==> src/rtl/shift_clk_driver_if.sv <==
// shift_clk_driver_if: control and serial-output bundle
// for shift_clk_driver (master = requester, slave = driver).
interface shift_clk_driver_if;
   logic        start;
   logic        abort;
   logic [30:0] data_in;
   logic [15:0] half_period;
   logic        shift_clk;
   logic        serial_data;
   logic        busy;
   logic        done;
   logic [5:0]  bit_count;

   modport master (
      output start, abort, data_in, half_period,
      input  shift_clk, serial_data, busy, done, bit_count
   );

   modport slave (
      input  start, abort, data_in, half_period,
      output shift_clk, serial_data, busy, done, bit_count
   );
endinterface

==> src/rtl/shift_clk_driver.sv <==
// shift_clk_driver: serialises a 31-bit word LSB first with a slow
// shift clock. Define SHIFT_DRV_PARITY_EN to append an even-parity bit.
module shift_clk_driver (
   input  logic qzt_clk,
   input  logic reset,
   shift_clk_driver_if.slave bus
);

`ifdef SHIFT_DRV_PARITY_EN
   localparam int N = 32;
`else
   localparam int N = 31;
`endif
   localparam logic [5:0] NBITS = 6'(N);

   typedef enum logic [1:0] {
      IDLE = 2'd0,
      LOW  = 2'd1,
      HIGH = 2'd2
   } state_t;

   state_t         state;
   logic [N-1:0]   shadow;
   logic [15:0]    cnt;
   logic [15:0]    hm1;
   logic [15:0]    hm1_in;
   logic [N-1:0]   word_in;

   // Half-period minus one; a zero request behaves as one cycle.
   assign hm1_in = (bus.half_period == 16'd0) ?
                   16'd0 : bus.half_period - 16'd1;

`ifdef SHIFT_DRV_PARITY_EN
   assign word_in = {^bus.data_in, bus.data_in};
`else
   assign word_in = bus.data_in;
`endif

   // Transfer FSM: each phase lasts H cycles, all outputs registered.
   always_ff @(posedge qzt_clk or posedge reset) begin
      if (reset) begin
         state           <= IDLE;
         shadow          <= '0;
         cnt             <= '0;
         hm1             <= '0;
         bus.shift_clk   <= 1'b0;
         bus.serial_data <= 1'b0;
         bus.busy        <= 1'b0;
         bus.done        <= 1'b0;
         bus.bit_count   <= '0;
      end else begin
         bus.done <= 1'b0;
         unique case (state)
            IDLE: begin
               if (bus.start && !bus.abort) begin
                  shadow          <= word_in;
                  hm1             <= hm1_in;
                  cnt             <= hm1_in;
                  bus.serial_data <= bus.data_in[0];
                  bus.busy        <= 1'b1;
                  bus.bit_count   <= '0;
                  state           <= LOW;
               end
            end
            LOW: begin
               if (bus.abort) begin
                  state           <= IDLE;
                  bus.shift_clk   <= 1'b0;
                  bus.serial_data <= 1'b0;
                  bus.busy        <= 1'b0;
               end else if (cnt == 16'd0) begin
                  state         <= HIGH;
                  bus.shift_clk <= 1'b1;
                  bus.bit_count <= bus.bit_count + 6'd1;
                  cnt           <= hm1;
               end else begin
                  cnt <= cnt - 16'd1;
               end
            end
            HIGH: begin
               if (bus.abort) begin
                  state           <= IDLE;
                  bus.shift_clk   <= 1'b0;
                  bus.serial_data <= 1'b0;
                  bus.busy        <= 1'b0;
               end else if (cnt == 16'd0) begin
                  bus.shift_clk <= 1'b0;
                  if (bus.bit_count == NBITS) begin
                     state           <= IDLE;
                     bus.serial_data <= 1'b0;
                     bus.busy        <= 1'b0;
                     bus.done        <= 1'b1;
                  end else begin
                     state           <= LOW;
                     shadow          <= {1'b0, shadow[N-1:1]};
                     bus.serial_data <= shadow[1];
                     cnt             <= hm1;
                  end
               end else begin
                  cnt <= cnt - 16'd1;
               end
            end
            default: state <= IDLE;
         endcase
      end
   end

endmodule
==> src/flat_wrapper.sv <==
// flat-port wrapper written by rule: the top's interface ports become plain ports
module shift_clk_driver_flat 
  (qzt_clk, reset, bus_start, bus_abort, bus_data_in, bus_half_period, bus_shift_clk, bus_serial_data, bus_busy, bus_done, bus_bit_count);
  shift_clk_driver_if bus_i ();
  input  logic qzt_clk;
  input  logic reset;
  input wire logic [$bits(bus_i.start)-1:0] bus_start;
  input wire logic [$bits(bus_i.abort)-1:0] bus_abort;
  input wire logic [$bits(bus_i.data_in)-1:0] bus_data_in;
  input wire logic [$bits(bus_i.half_period)-1:0] bus_half_period;
  output wire logic [$bits(bus_i.shift_clk)-1:0] bus_shift_clk;
  output wire logic [$bits(bus_i.serial_data)-1:0] bus_serial_data;
  output wire logic [$bits(bus_i.busy)-1:0] bus_busy;
  output wire logic [$bits(bus_i.done)-1:0] bus_done;
  output wire logic [$bits(bus_i.bit_count)-1:0] bus_bit_count;
  assign bus_i.start = bus_start;
  assign bus_i.abort = bus_abort;
  assign bus_i.data_in = bus_data_in;
  assign bus_i.half_period = bus_half_period;
  assign bus_shift_clk = bus_i.shift_clk;
  assign bus_serial_data = bus_i.serial_data;
  assign bus_busy = bus_i.busy;
  assign bus_done = bus_i.done;
  assign bus_bit_count = bus_i.bit_count;
  shift_clk_driver u_core (.qzt_clk(qzt_clk), .reset(reset), .bus(bus_i));
endmodule
==> config.mk <==
export PLATFORM = sky130hd
export DESIGN_NAME = shift_clk_driver_flat
export DESIGN_NICKNAME = d
export VERILOG_FILES = /design/src/rtl/shift_clk_driver_if.sv /design/src/rtl/shift_clk_driver.sv /design/src/flat_wrapper.sv
export SDC_FILE = /design/constraint.sdc
export NUM_CORES = 1
export LEC_CHECK = 0
export ABC_AREA = 0
export BUFFER_PORTS_ARGS = -buffer_cell sky130_fd_sc_hd__buf_2
export CORE_ASPECT_RATIO = 1.2
export CORE_MARGIN = 1.5
export CORE_UTILIZATION = 58
export CTS_CLUSTER_SIZE = 28
export DETAILED_ROUTE_END_ITERATION = 8
export GPL_ROUTABILITY_DRIVEN = 1
export GPL_TIMING_DRIVEN = 0
export PLACE_DENSITY = 0.88
export SYNTH_ARGS = -nofsm -noshare
export SYNTH_HDL_FRONTEND = slang
export SYNTH_SLANG_ARGS = --single-unit
==> constraint.sdc <==
create_clock -name qzt_clk -period 6.2 [get_ports qzt_clk]
set_input_delay 0.62 -clock qzt_clk [delete_from_list [all_inputs] [get_ports qzt_clk]]
set_output_delay 0.62 -clock qzt_clk [all_outputs]
set_load 0.005 [all_outputs]
-- Word-level counts from Yosys, hierarchy flattened
Index checks and enable logic that the tools add are counted.
- bits in registers: 75
- latch bits: 0
- bits in writable memories: 0
- bits in read-only memories: 0
- memories: 0
- add/sub/neg operators: 3
- $mul: 0
- div/mod/pow operators: 0
- $lt $le $gt $ge: 0
- equality and inequality tests: 14
- shift operators: 0
- muxes and demuxes: 44
- bitwise gates (word level): 0
- reduce and logical (&&, ||, !) cells: 17
- operator list (kind ; count):
    31-bit two-way mux ; 4
    16-bit two-way mux ; 7
    31-bit one-hot mux with 2 select lines ; 1
    16-bit one-hot mux with 3 select lines ; 1
    16-bit zero test ; 2
    16-bit by 1-bit subtractor with 16-bit output, second input constant ; 2
    1-bit two-way mux ; 18
    6-bit two-way mux ; 3
    5-bit AND reduction ; 3
    6-bit one-hot mux with 2 select lines ; 1
    2-bit two-way mux ; 5
    3-bit by 2-bit != test with 1-bit output, second input constant ; 3
    2-bit != test, second input constant ; 4
    4-bit AND reduction ; 2
    6-bit by 1-bit adder with 6-bit output, second input constant ; 1
    6-bit by 5-bit equality test with 1-bit output, second input constant ; 1
    2-bit by 1-bit != test with 1-bit output, second input constant ; 3
    1-bit one-hot mux with 3 select lines ; 2
    2-bit one-hot mux with 3 select lines ; 1
    3-bit AND reduction ; 2
    2-bit nonzero test ; 3
    3-bit != test, second input constant ; 1
    3-bit nonzero test ; 1
    2-bit by 1-bit equality test with 1-bit output, second input constant ; 1
    6 further kinds ; 6

-- Logic depth before layout (Yosys ltp)
Gate-level depths: netlist of the first run.
- depth after elaboration: 5
- gate-level depth with buffers: 10
- gate-level depth less buffers: 8

-- Least setup slack after synthesis of the first run
Ideal clock, no wire load.
- path kind: input to register
- from: input port bus_half_period[0]
- to: register u_core.cnt[0]
- library setup time: 0.135 ns
- arrival: 2.380 ns
- data required time: 6.065 ns
- slack: 3.685 ns
- stages on the path: 9
- path through: inv_1 ha_1 nor4b_1 nand2_1 nor4_4 buf_4 nor3_1 o21ai_0 o211ai_1
- cells in the longest elaborated chain, start to end: 4
- elaborated cells on any way between the ends: 5
- classes of those cells: add/sub: 1; mux: 3; reduce/logical: 1
- RTL lines (item ; line ; RTL):
    start, declared ; flat_wrapper.sv:10 ; input wire logic [$bits(bus_i.half_period)-1:0] bus_half_period;
    16-bit by 1-bit subtractor with 16-bit output or 16-bit zero test (tied branches) ; shift_clk_driver.sv:31, shift_clk_driver.sv:30 ;
    16-bit two-way mux * ; shift_clk_driver.sv:30 ; assign hm1_in = (bus.half_period == 16'd0) ?
    16-bit two-way mux * ; shift_clk_driver.sv:55 ; if (bus.start && !bus.abort) begin
    16-bit one-hot mux with 3 select lines * ; shift_clk_driver.sv:53 ; unique case (state)
    end signal, assigned ; shift_clk_driver.sv:58 ; cnt <= hm1_in;
    end signal, assigned ; shift_clk_driver.sv:75 ; cnt <= hm1;
    end signal, assigned ; shift_clk_driver.sv:77 ; cnt <= cnt - 16'd1;
    end, declared ; shift_clk_driver.sv:24 ; logic [15:0] cnt;
Every way passes the cells marked *; elsewhere a longest branch is shown, timed or not. The select of a mux whose other input is x is not followed.
A chain may end at the register's enable or synchronous reset.

-- Worst setup path in the final report of the first run
Ends and elaborated chain as after synthesis.

==> results of run 1 <==
synthesized netlist by cell type (6+ instances only):
master	number	area [µm²]
dfrtp_1	74	1852
nand2_1	63	236.5
o21ai_0	55	275.3
mux2i_1	32	320.3
nor2_1	32	120.1
a21oi_1	23	115.1
clkbuf_1	17	63.81
xnor2_1	17	148.9
nor3_1	12	60.06
o31ai_1	11	82.58
inv_1	10	37.54
ha_1	8	100.1
o211ai_1	7	52.55
nor3b_1	6	45.04
power breakdown:
group	switching (mW)	total (mW)	internal, mW
Clock	0.194	0.383	0.188
Sequential	0.164	0.867	0.703
Combinational	0.572	0.982	0.411
Total	0.930	2.23	1.30
routing by layer:
metal,global-route usage,part of all wire,wire length (µm),vias up
li1,-,-,-,1815
met1,0.3147,0.41,4159,1781
met2,0.4965,0.53,5380,128
met3,0.04319,0.049,498,15
met4,0.1017,0.017,178,0
met5,0,0,0,-
worst max-delay path: cells and delay by family:
family	cells	cell delay (ns)
adders and majority gates	1	0.19
and+or+nand+nor	4	1.60
buffers and inverters	3	0.45
AOI/OAI and AO/OA	2	0.27
registers in the layout, indices dropped and copies added, names as in the netlist:
name and flops:
u_core.bus.serial_data 1, u_core.state 2, u_core.hm1 16, u_core.bus.bit_count 6
u_core.bus.done 1, u_core.bus.shift_clk 1, u_core.cnt 16, u_core.bus.busy 1
u_core.shadow 30
logic make-up after synthesis:
| logic type | count (synthesis) | synth area share |
|---|---|---|
| xor gates and xnor gates | 21 | 0.04273 |
| muxes | 34 | 0.07965 |
| buffers and inverters | 37 | 0.04390 |
| AOI/OAI and AO/OA | 130 | 0.1881 |
| and+or+nand+nor | 160 | 0.1922 |
| adders and majority gates | 8 | 0.02326 |
| DFF | 74 | 0.4302 |
cell type report:
class	instances	share of cell area
multi-input combinational	353	0.4605
sequential	74	0.3768
timing repair buffer	59	0.06008
buffer	27	0.03080
clock buffer	9	0.02520
tap	90	0.02291
clock inverter	7	0.01553
inverter	10	0.008147
stage by stage:
stage,util,setup WS [ns]
4_1_cts,0.6796,3.268
3_3_place_gp,0.6516,2.906
2_1_floorplan,-,3.685
6_report,0.6796,3.288
3_5_place_dp,0.6519,2.883
5_1_grt,0.6796,3.033
how the worst min path moves through the flow:
| stage | from | to | slack (ns) | cells after the start |
|---|---|---|---|---|
| 2_1_floorplan | u_core.hm1[11] | u_core.hm1[11] | 0.44 | 2 |
| 3_3_place_gp | u_core.hm1[10] | u_core.hm1[10] | 0.46 | 2 |
| 3_5_place_dp | u_core.hm1[12] | u_core.hm1[12] | 0.47 | 2 |
| 4_1_cts | reset | u_core.shadow[23] | 0.48 | 2 |
| 5_1_grt | bus_data_in[30] | u_core.shadow[30] | 0.50 | 2 |
| 6_report | reset | u_core.shadow[23] | 0.44 | 2 |
==> reports/metrics.yaml, run 1 <==
global_route:
  grt_max_degree: 75
  grt_pass1_wl_mm: 16.73
  gr-total-overflow: 0
  antenna_found_initial: 0
  grt_use_total: 0.2740
  first_global_vias: 3692
clocking:
  cts_buffers: 9
  clkLatencyLatePin_ns: 0.37
  clk_pin_slew_worst_paths_ns: 0.09
  cts-root-buf: "clkbuf_8"
  cts_tree: "built"
  clock_sinks: 74
  h-tree-depth: 3
  cts_hold_buffers: 0
  cts.path.max_buffers: 2
  cts_resized: 0
  post_cts_buffers: 0
logic_synthesis:
  avgSynthCellArea_um2: 9.276
  seq_area_frac_synth: 0.4302
  synth_cells: 464
  async_flop_share: 1.000
  synth.distinct_cells: 61
  ys_seq_elements: 74
  synth_edf_count: 0
  ys.flop_type: "dfrtp_1"
  syn_nets: 523
  syn_area_mm2: 0.004304
  yosysWarnings: 0
critical_path:
  cpPeakStageDelay_ns: 0.68
  r2r-start: "u_core.cnt[2]"
  worst_setup_path_start_kind: "input port"
  arrival_ns: 3.15
  end_kind: "register"
  path_class: "in -> reg"
  worst-path-max-fanout: 10
  crit_path_end: "u_core.cnt[0]"
  crit_chain: "buf_2 -> inv_1 -> ha_1 -> nor4b_1 -> nand2_1 -> nor4_4 -> buf_4 -> nor3_1 -> o21ai_0 -> o211ai_1"
  reg2regPathDepth: 6
  regToRegEndpoint: "u_core.cnt[4]"
  crit_slowest_cell: "nor4b_1"
  worstPathRequired_ns: 6.43
  startpoint: "bus_half_period[0]"
  r2r_slack_ns: 3.37
detailed_routing:
  wl_per_cell_um: 16.24
  firstDrtPassIters: 5
  drcViolationCount: 0
  routed_wl_mm: 10.22
  routed_via_density: 5.944
  postRouteAntennaNets: 0
  dr.first_iter.drc_count: 177
  vias: 3739
final_layout:
  diodes: 0
  nFillCells: 567
  final_area_mm2: 0.004915
  final_cells: 629
  final_cell_mix: "dfrtp_1, nand2_1, buf_2"
  layout-drive-gt1-share: 0.1837
  syn2layout_area_growth_pct: 14.19
  multi_input_area_mm2: 0.002263
  regArea_mm2: 0.001852
  final_common_cell: "dfrtp_1"
  final_nets: 593
pwr:
  power_mw: 2.232
  p_leak_nw: 2.075
  ir_drop_v: 0.0002393
  powerDensity_mw_per_mm2: 454.1
sta:
  drv_slew: 0
  fmax_mhz: 343.4
  clock_skew_ns: 0.01402
  rsz0062_at_grt: "no"
  period_needed_ns: 2.912
  finalCritPeriodShare: 0.4697
  setup_viol: 0
  worstMarginPinSlew_ns: 0.8959
  whs_ns: 0.4374
  final_hold_viol_count: 0
  setup_tns_ns: 0
  slew_headroom: 0.3991
floorplanning:
  fp.coreArea_mm2: 0.007232
  die_w_um: 81.64
  dieArea_mm2: 0.007949
  num_rows: 34
  die_y_um: 97.37
  ios: 61
  start_util: 0.5952
flow_run:
  drv_cap: 0
outcome:
  status: "completed"
placed_design:
  port_buffers: 59
  dpl.cell_count: 613
  routabilityCongestion: 0.8405
  dpl.hpwl_mm: 7.499
  placed_cell_area_mm2: 0.004715
worst_hold_path:
  hold_path_class: "in -> async"
Note: power is estimated with default switching activity, not from simulation.
==> run 2: changes to the inputs <==
Settings changed: ABC_AREA 0 to 1, PLACE_DENSITY 0.88 to 0.87.
Clock period 6.2 ns to 2.7 ns, I/O delays scaled along.
==> run 2 against run 1 <==
Effect of this change: final cell count grew 30%; synthesized cell count up 40%; non-clock buffer count shrank 7; clock power rose by 130%; clock skew decreased by 0.0065 ns; flip-flop and latch count stayed put; first-iteration DRC count grew 81%; combinational power rose to 3.0 times the previous value; hold slack lost 0.34 ns; die area grew 12%; critical path type is now reg -> reg; largest cell class unchanged; highest routed layer unchanged.
==> reports/metrics.yaml, run 2 <==
sta:
  period_needed_ns: 2.343
  finalCritPeriodShare: 0.8679
  drv_slew: 0  # unchanged
  final_hold_viol_count: 0  # unchanged
  rsz0062_at_grt: "no"
  slew_headroom: 0.3984  # -0.0007600
  setup_viol: 0  # unchanged
  worstMarginPinSlew_ns: 0.8955  # -0.0003459 ns
  setup_tns_ns: 0  # unchanged
  fmax_mhz: 426.8
  clock_skew_ns: 0.007562  # -0.006458 ns
placed_design:
  dpl.hpwl_mm: 8.939  # +19%
  port_buffers: 60  # +1.7%
  routabilityCongestion: 0.9707  # +15%
final_layout:
  multi_input_area_mm2: 0.002594  # +15%
  largest_reg_flops: 30  # unchanged
  syn2layout_area_growth_pct: 12.72
  final_common_cell: "nand2_1"
  nFillCells: 682  # +20%
  regArea_mm2: 0.001852  # unchanged
  regMostFlops: "u_core.shadow"
  diodes: 0  # unchanged
  reg.largest.list: "u_core.shadow: 30 flops, u_core.cnt: 16 flops, u_core.hm1: 16 flops"
  layout-drive-gt1-share: 0.1920  # +0.008315
  final_cell_mix: "nand2_1, dfrtp_1, buf_2"
  final_nets: 779  # +31%
  final_util: 0.6713  # -0.008289
clocking:
  cts-root-buf: "clkbuf_8"
  clk_pin_slew_worst_paths_ns: 0.08  # about the same
  h-tree-depth: 3  # unchanged
  post_cts_buffers: 0  # unchanged
  cts_tree: "built"
  cts.path.max_buffers: 2  # unchanged
  clock_sinks: 74  # unchanged
  clkLatencyLatePin_ns: 0.37  # about the same
  cts_hold_buffers: 0  # unchanged
  cts_buffers: 9  # unchanged
  cts_resized: 0  # unchanged
logic_synthesis:
  yosysWarnings: 0  # unchanged
  seq_area_frac_synth: 0.3835  # -0.04671
  synth_top_area_frac: 0.3835  # -0.04671
  synth.distinct_cells: 36  # -41%
  synth_edf_count: 0  # unchanged
  synth.area.top_cells: "dfrtp_1, nand2_1, nand3_1"
  synth_commonest_cells: "nand2_1, dfrtp_1, nand3_1"
  avgSynthCellArea_um2: 7.440  # -20%
  syn_nets: 708  # +35%
  ys.flop_type: "dfrtp_1"
  ys_seq_elements: 74  # unchanged
  synth_top_cell_by_area: "dfrtp_1"
  async_flop_share: 1.000  # unchanged
  syn_area_mm2: 0.004828  # +12%
  yosysMostFrequentCell: "nand2_1"
  synth_cells: 649  # +40%
pwr:
  powerDensity_mw_per_mm2: 1070  # +140%
  clkPwrFrac: 0.149  # -0.022
  p_sw_mw: 2.671  # +190%
  p_sw_frac: 0.4586  # +0.04197
  ir_drop_v: 0.0004248  # +77%
  seq_power_share: 0.338  # -0.050
  intPower_mw: 3.154  # +140%
  p_leak_nw: 2.757  # +33%
  comb_power_share: 0.513  # +0.073
detailed_routing:
  routed_wl_mm: 11.68  # +14%
  firstDrtPassIters: 5  # unchanged
  dr.first_iter.drc_count: 321  # +81%
  wl_per_cell_um: 14.26  # -12%
  vias: 4548  # +22%
  drcViolationCount: 0  # unchanged
  postRouteAntennaNets: 0  # unchanged
  routed_via_density: 5.553  # -6.6%
global_route:
  grt_use_total: 0.2809  # +0.006879
  first_global_vias: 4377  # +19%
  antenna_found_initial: 0  # unchanged
  grt_pass1_wl_mm: 19.40  # +16%
  grt_max_degree: 75  # unchanged
  gr-total-overflow: 0  # unchanged
critical_path:
  end_kind: "register"
  worst-path-max-fanout: 10  # unchanged
  r2r-start: "u_core.state[0]"
  worstPathRequired_ns: 2.94  # -3.49 ns
  startpoint: "u_core.state[0]"
  arrival_ns: 2.58  # -0.57 ns
  path_class: "reg -> reg"
  worst_setup_path_start_kind: "register"
worst_hold_path:
  hold_path_class: "in -> async"
floorplanning:
  die_y_um: 103.0  # +5.7%
  ios: 61  # unchanged
  start_util: 0.5955  # about the same
  num_rows: 36  # +5.9%
  fp.coreArea_mm2: 0.008108  # +12%
  dieArea_mm2: 0.008884  # +12%
  die_w_um: 86.29  # +5.7%
outcome:
  status: "completed"
flow_run:
  drv_cap: 0  # unchanged
run 2: cell types whose count changed after synthesis, sizes merged, moves of 9 or more:
cell and change:
nand2 +169, nand3 +60, inv +50, nor2 +33
a21oi -20, xnor2 -15, clkbuf -14, o31ai -11
nor3 -9, nor4 -9
run 2: cell type report:
class | instances | area share
repair buffers | 60 | 0.05517
well taps | 95 | 0.02184
inverters | 62 | 0.04506
clock inverters | 4 | 0.009425
clock buffers | 11 | 0.02598
plain buffers | 19 | 0.02575
multi-input cells | 494 | 0.4766
flip-flops and latches | 74 | 0.3402
run 2: kinds of logic after synthesis:
logic type / count (synthesis) / share of synthesized area
AO/OA/AOI/OAI: 66 / 0.09666
XOR/XNOR: 10 / 0.01814
adder cells (fa/ha/maj): 8 / 0.02073
buffers and inverters: 81 / 0.07930
flip-flops: 74 / 0.3835
multiplexers: 29 / 0.06012
AND/OR/NAND/NOR: 381 / 0.3415
run 2: power groups by stage:
| stage | Clock (mW) | Sequential (mW) | Combinational (mW) |
|---|---|---|---|
| after floorplan | 0 | 1.87 | 2.32 |
| after global placement | 0 | 1.94 | 2.84 |
| after detailed placement | 0 | 1.97 | 2.96 |
| after CTS | 0.877 | 1.95 | 2.97 |
| after global routing | 0.926 | 2.02 | 3.37 |
| final | 0.869 | 1.97 | 2.99 |
run 2: path summary, 6_finish.rpt:
path                                     end  slack (ns)  depth (start not counted)
max                            u_core.hm1[4]        0.36                          8
min                        u_core.shadow[15]         0.1                          2
max reg2reg                    u_core.hm1[4]        0.36                          8
min reg2reg                   u_core.hm1[15]        0.48                          2
max in group asynchronous     u_core.cnt[12]        2.05                          2
min in group qzt_clk         u_core.bus.done        0.19                          2
run 2: layer usage:
layer	track usage	part of all wire	up-vias
li1	-	-	2227
met4	0.1787	0.037	0
met1	0.3211	0.41	2122
met3	0.05044	0.053	36
met2	0.4870	0.50	163
met5	0	0	-
run 2: stage by stage:
step / area, µm² / power (mW) / setup slack (ns) / hold WS, ns / std cells
final: 5443 / 5.825 / 0.3568 / 0.09762 / 819
after CTS: 5443 / 5.804 / 0.3973 / 0.1327 / 819
after detailed placement: 5250 / 4.933 / 0.4371 / 0.4657 / 804
after global placement: 5248 / 4.776 / -0.2922 / 0.4614 / 804
after floorplan: 4828 / 4.198 / 0.5484 / 0.3433 / 649
after global routing: 5443 / 6.312 / 0.07862 / 0.1874 / 819
run 2: critical path, cell delays in order (launching register included):
cell and delay, ns:
dfrtp_1 0.43, inv_1 0.10, ha_1 0.17, inv_1 0.09, nor3_1 0.73, inv_2 0.21, clkbuf_1 0.29, nand2_1 0.10
o21ai_0 0.09
==> run 3: changes to the inputs <==
Settings changed: BUFFER_PORTS_ARGS -buffer_cell sky130_fd_sc_hd__buf_2 to default, CORE_UTILIZATION 58 to 46, DONT_BUFFER_PORTS from default to 1, PLACE_DENSITY 0.87 to 0.68.
==> run 3 against run 2 <==
Effect of this change: setup slack better by 0.098 ns; hold slack worse by 0.095 ns; sequential share of layout area is 0.75 points higher; flip-flop and latch count stayed put; critical endpoint is now u_core.hm1[9]; largest cell class unchanged; largest power group unchanged.
==> reports/metrics.yaml, run 3 (synthesis results as in run 2) <==
clocking:
  cts-root-buf: "clkbuf_16"
  cts_buffers: 9  # unchanged
  cts.path.max_buffers: 2  # unchanged
  cts_tree: "built"
  h-tree-depth: 3  # unchanged
  clkLatencyLatePin_ns: 0.34  # -0.03 ns
  clk_pin_slew_worst_paths_ns: 0.06  # -0.02 ns
  clock_sinks: 74  # unchanged
floorplanning:
  die_y_um: 115.2  # +12%
  ios: 61  # unchanged
  dieArea_mm2: 0.01112  # +25%
  num_rows: 40  # +11%
  die_w_um: 96.53  # +12%
  fp.coreArea_mm2: 0.01011  # +25%
  start_util: 0.4776  # -0.1179
detailed_routing:
  vias: 4193  # -7.8%
  drcViolationCount: 0  # unchanged
  wl_per_cell_um: 14.00  # -1.8%
  routed_via_density: 5.294  # -4.7%
  dr.first_iter.drc_count: 350  # +9.0%
  firstDrtPassIters: 5  # unchanged
  routed_wl_mm: 11.09  # -5.0%
  postRouteAntennaNets: 0  # unchanged
final_layout:
  multi_input_area_mm2: 0.002594  # unchanged
  syn2layout_area_growth_pct: 10.29
  largest_reg_flops: 30  # unchanged
  final_common_cell: "nand2_1"
  regMostFlops: "u_core.shadow"
  reg.largest.list: "u_core.shadow: 30 flops, u_core.cnt: 16 flops, u_core.hm1: 16 flops"
  diodes: 0  # unchanged
  final_cell_mix: "nand2_1, dfrtp_1, nand3_1"
  nFillCells: 969  # +42%
  final_util: 0.5267  # -0.1446
  regArea_mm2: 0.001852  # unchanged
  final_nets: 720  # -7.6%
  layout-drive-gt1-share: 0.1216  # -0.07037
sta:
  rsz0062_at_grt: "no"
  clock_skew_ns: 0.007709  # +0.0001475 ns
  finalCritPeriodShare: 0.8314  # -0.03645
  drv_slew: 0  # unchanged
  slew_headroom: 0.4080  # +0.009635
  worst_slack_ns: 0.4552  # +0.09841 ns
  fmax_mhz: 445.5  # +4.4%
  setup_viol: 0  # unchanged
  setup_tns_ns: 0  # unchanged
  final_hold_viol_count: 0  # unchanged
  worstMarginPinSlew_ns: 0.8880  # -0.007562 ns
  period_needed_ns: 2.245  # -0.09841 ns
worst_hold_path:
  hold_path_class: "in -> async"
placed_design:
  port_buffers: 0  # -100%
  place_ws_ns: 0.4551  # +0.01800 ns
  routabilityCongestion: 0.9035  # -6.9%
  dpl.hpwl_mm: 8.425  # -5.7%
global_route:
  grt_use_total: 0.2131  # -0.06775
  antenna_found_initial: 0  # unchanged
  grt_max_degree: 75  # unchanged
  gr-total-overflow: 0  # unchanged
  first_global_vias: 3969  # -9.3%
  grt_pass1_wl_mm: 18.11  # -6.6%
pwr:
  p_leak_nw: 2.580  # -6.4%
  comb_power_share: 0.468  # -0.045
  ir_drop_v: 0.0004023  # -5.3%
  p_sw_frac: 0.4287  # -0.02983
  power_mw: 6.137  # +5.4%
  p_sw_mw: 2.631  # -1.5%
  intPower_mw: 3.506  # +11%
  seq_power_share: 0.318  # -0.020
  powerDensity_mw_per_mm2: 1153  # +7.7%
  clkPwrFrac: 0.214  # +0.065
critical_path:
  reg2regPathDepth: 8  # unchanged
  regToRegEndpoint: "u_core.hm1[9]"
  end_kind: "register"
  r2r_slack_ns: 0.46  # +0.10 ns
  path_class: "reg -> reg"
  r2r-start: "u_core.state[0]"
  worst_setup_path_start_kind: "register"
  worst-path-max-fanout: 10  # unchanged
  arrival_ns: 2.46  # -0.12 ns
  worstPathRequired_ns: 2.92  # -0.02 ns
outcome:
  status: "completed"
flow_run:
  drv_cap: 0  # unchanged
run 3: cell types whose count changed in the layout (fill, tap and decap cells not counted), sizes merged:
cell and change:
buf -60, bufinv +1, clkbuf -1, clkinv +1, clkinvlp -1, dlygate4sd3 +1, inv +1
run 3: how the worst max path moves through the flow:
stage	cells after the start	endpoint	from	slack (ns)
after global placement	1	u_core.cnt[11]	reset	-0.21
final	8	u_core.hm1[9]	u_core.state[0]	0.46
after floorplan	1	u_core.bus.bit_count[0]	reset	0.55
after detailed placement	8	u_core.hm1[9]	u_core.state[0]	0.46
after CTS	8	u_core.hm1[9]	u_core.state[0]	0.45
after global routing	8	u_core.hm1[15]	u_core.state[0]	0.18
run 3: power by group through the flow:
stage	Combinational, mW	Sequential, mW	Clock (mW)
floorplan	2.32	1.87	0
global placement	2.79	1.94	0
detailed placement	2.85	1.97	0
CTS	2.87	1.95	1.34
global route	3.23	2.02	1.38
finish	2.87	1.95	1.31
run 3: worst max-delay path, stage by stage, from the launching register on:
cell and delay (ns):
dfrtp_1 0.41, inv_1 0.09, ha_1 0.16, inv_1 0.09, nor3_1 0.70, inv_2 0.20
clkbuf_1 0.28, nand2_1 0.10, o21ai_0 0.08
run 3: what timing repair did:
action                    CTS  global route
hold buffers                1             0
resized for setup           0             0
buffers inserted            0             0
hold endpoints to repair    1             0
run 3: cell type report:
| type | instances | area share |
|---|---|---|
| flip-flops and latches | 74 | 0.3477 |
| plain buffers | 19 | 0.02632 |
| clock inverters | 6 | 0.01645 |
| well taps | 126 | 0.02961 |
| inverters | 62 | 0.04605 |
| repair buffers | 1 | 0.001880 |
| multi-input cells | 494 | 0.4871 |
| clock buffers | 10 | 0.04488 |
run 3: metrics by stage:
stage / instances / hold slack [ns] / cell area (µm²)
detailed placement: 775 / 0.3558 / 4989
finish: 792 / 0.002595 / 5325
global placement: 775 / 0.3574 / 4986
floorplan: 649 / 0.3433 / 4828
global route: 792 / 0.08987 / 5325
CTS: 792 / 0.03536 / 5325
run 3: metal layers:
layer  up-vias  GRT usage  share of wire
met3        20    0.02910          0.050
li1       2106          -              -
met1      1937     0.2676           0.43
met4         0     0.1063          0.025
met5         -          0              0
met2       130     0.3548           0.49
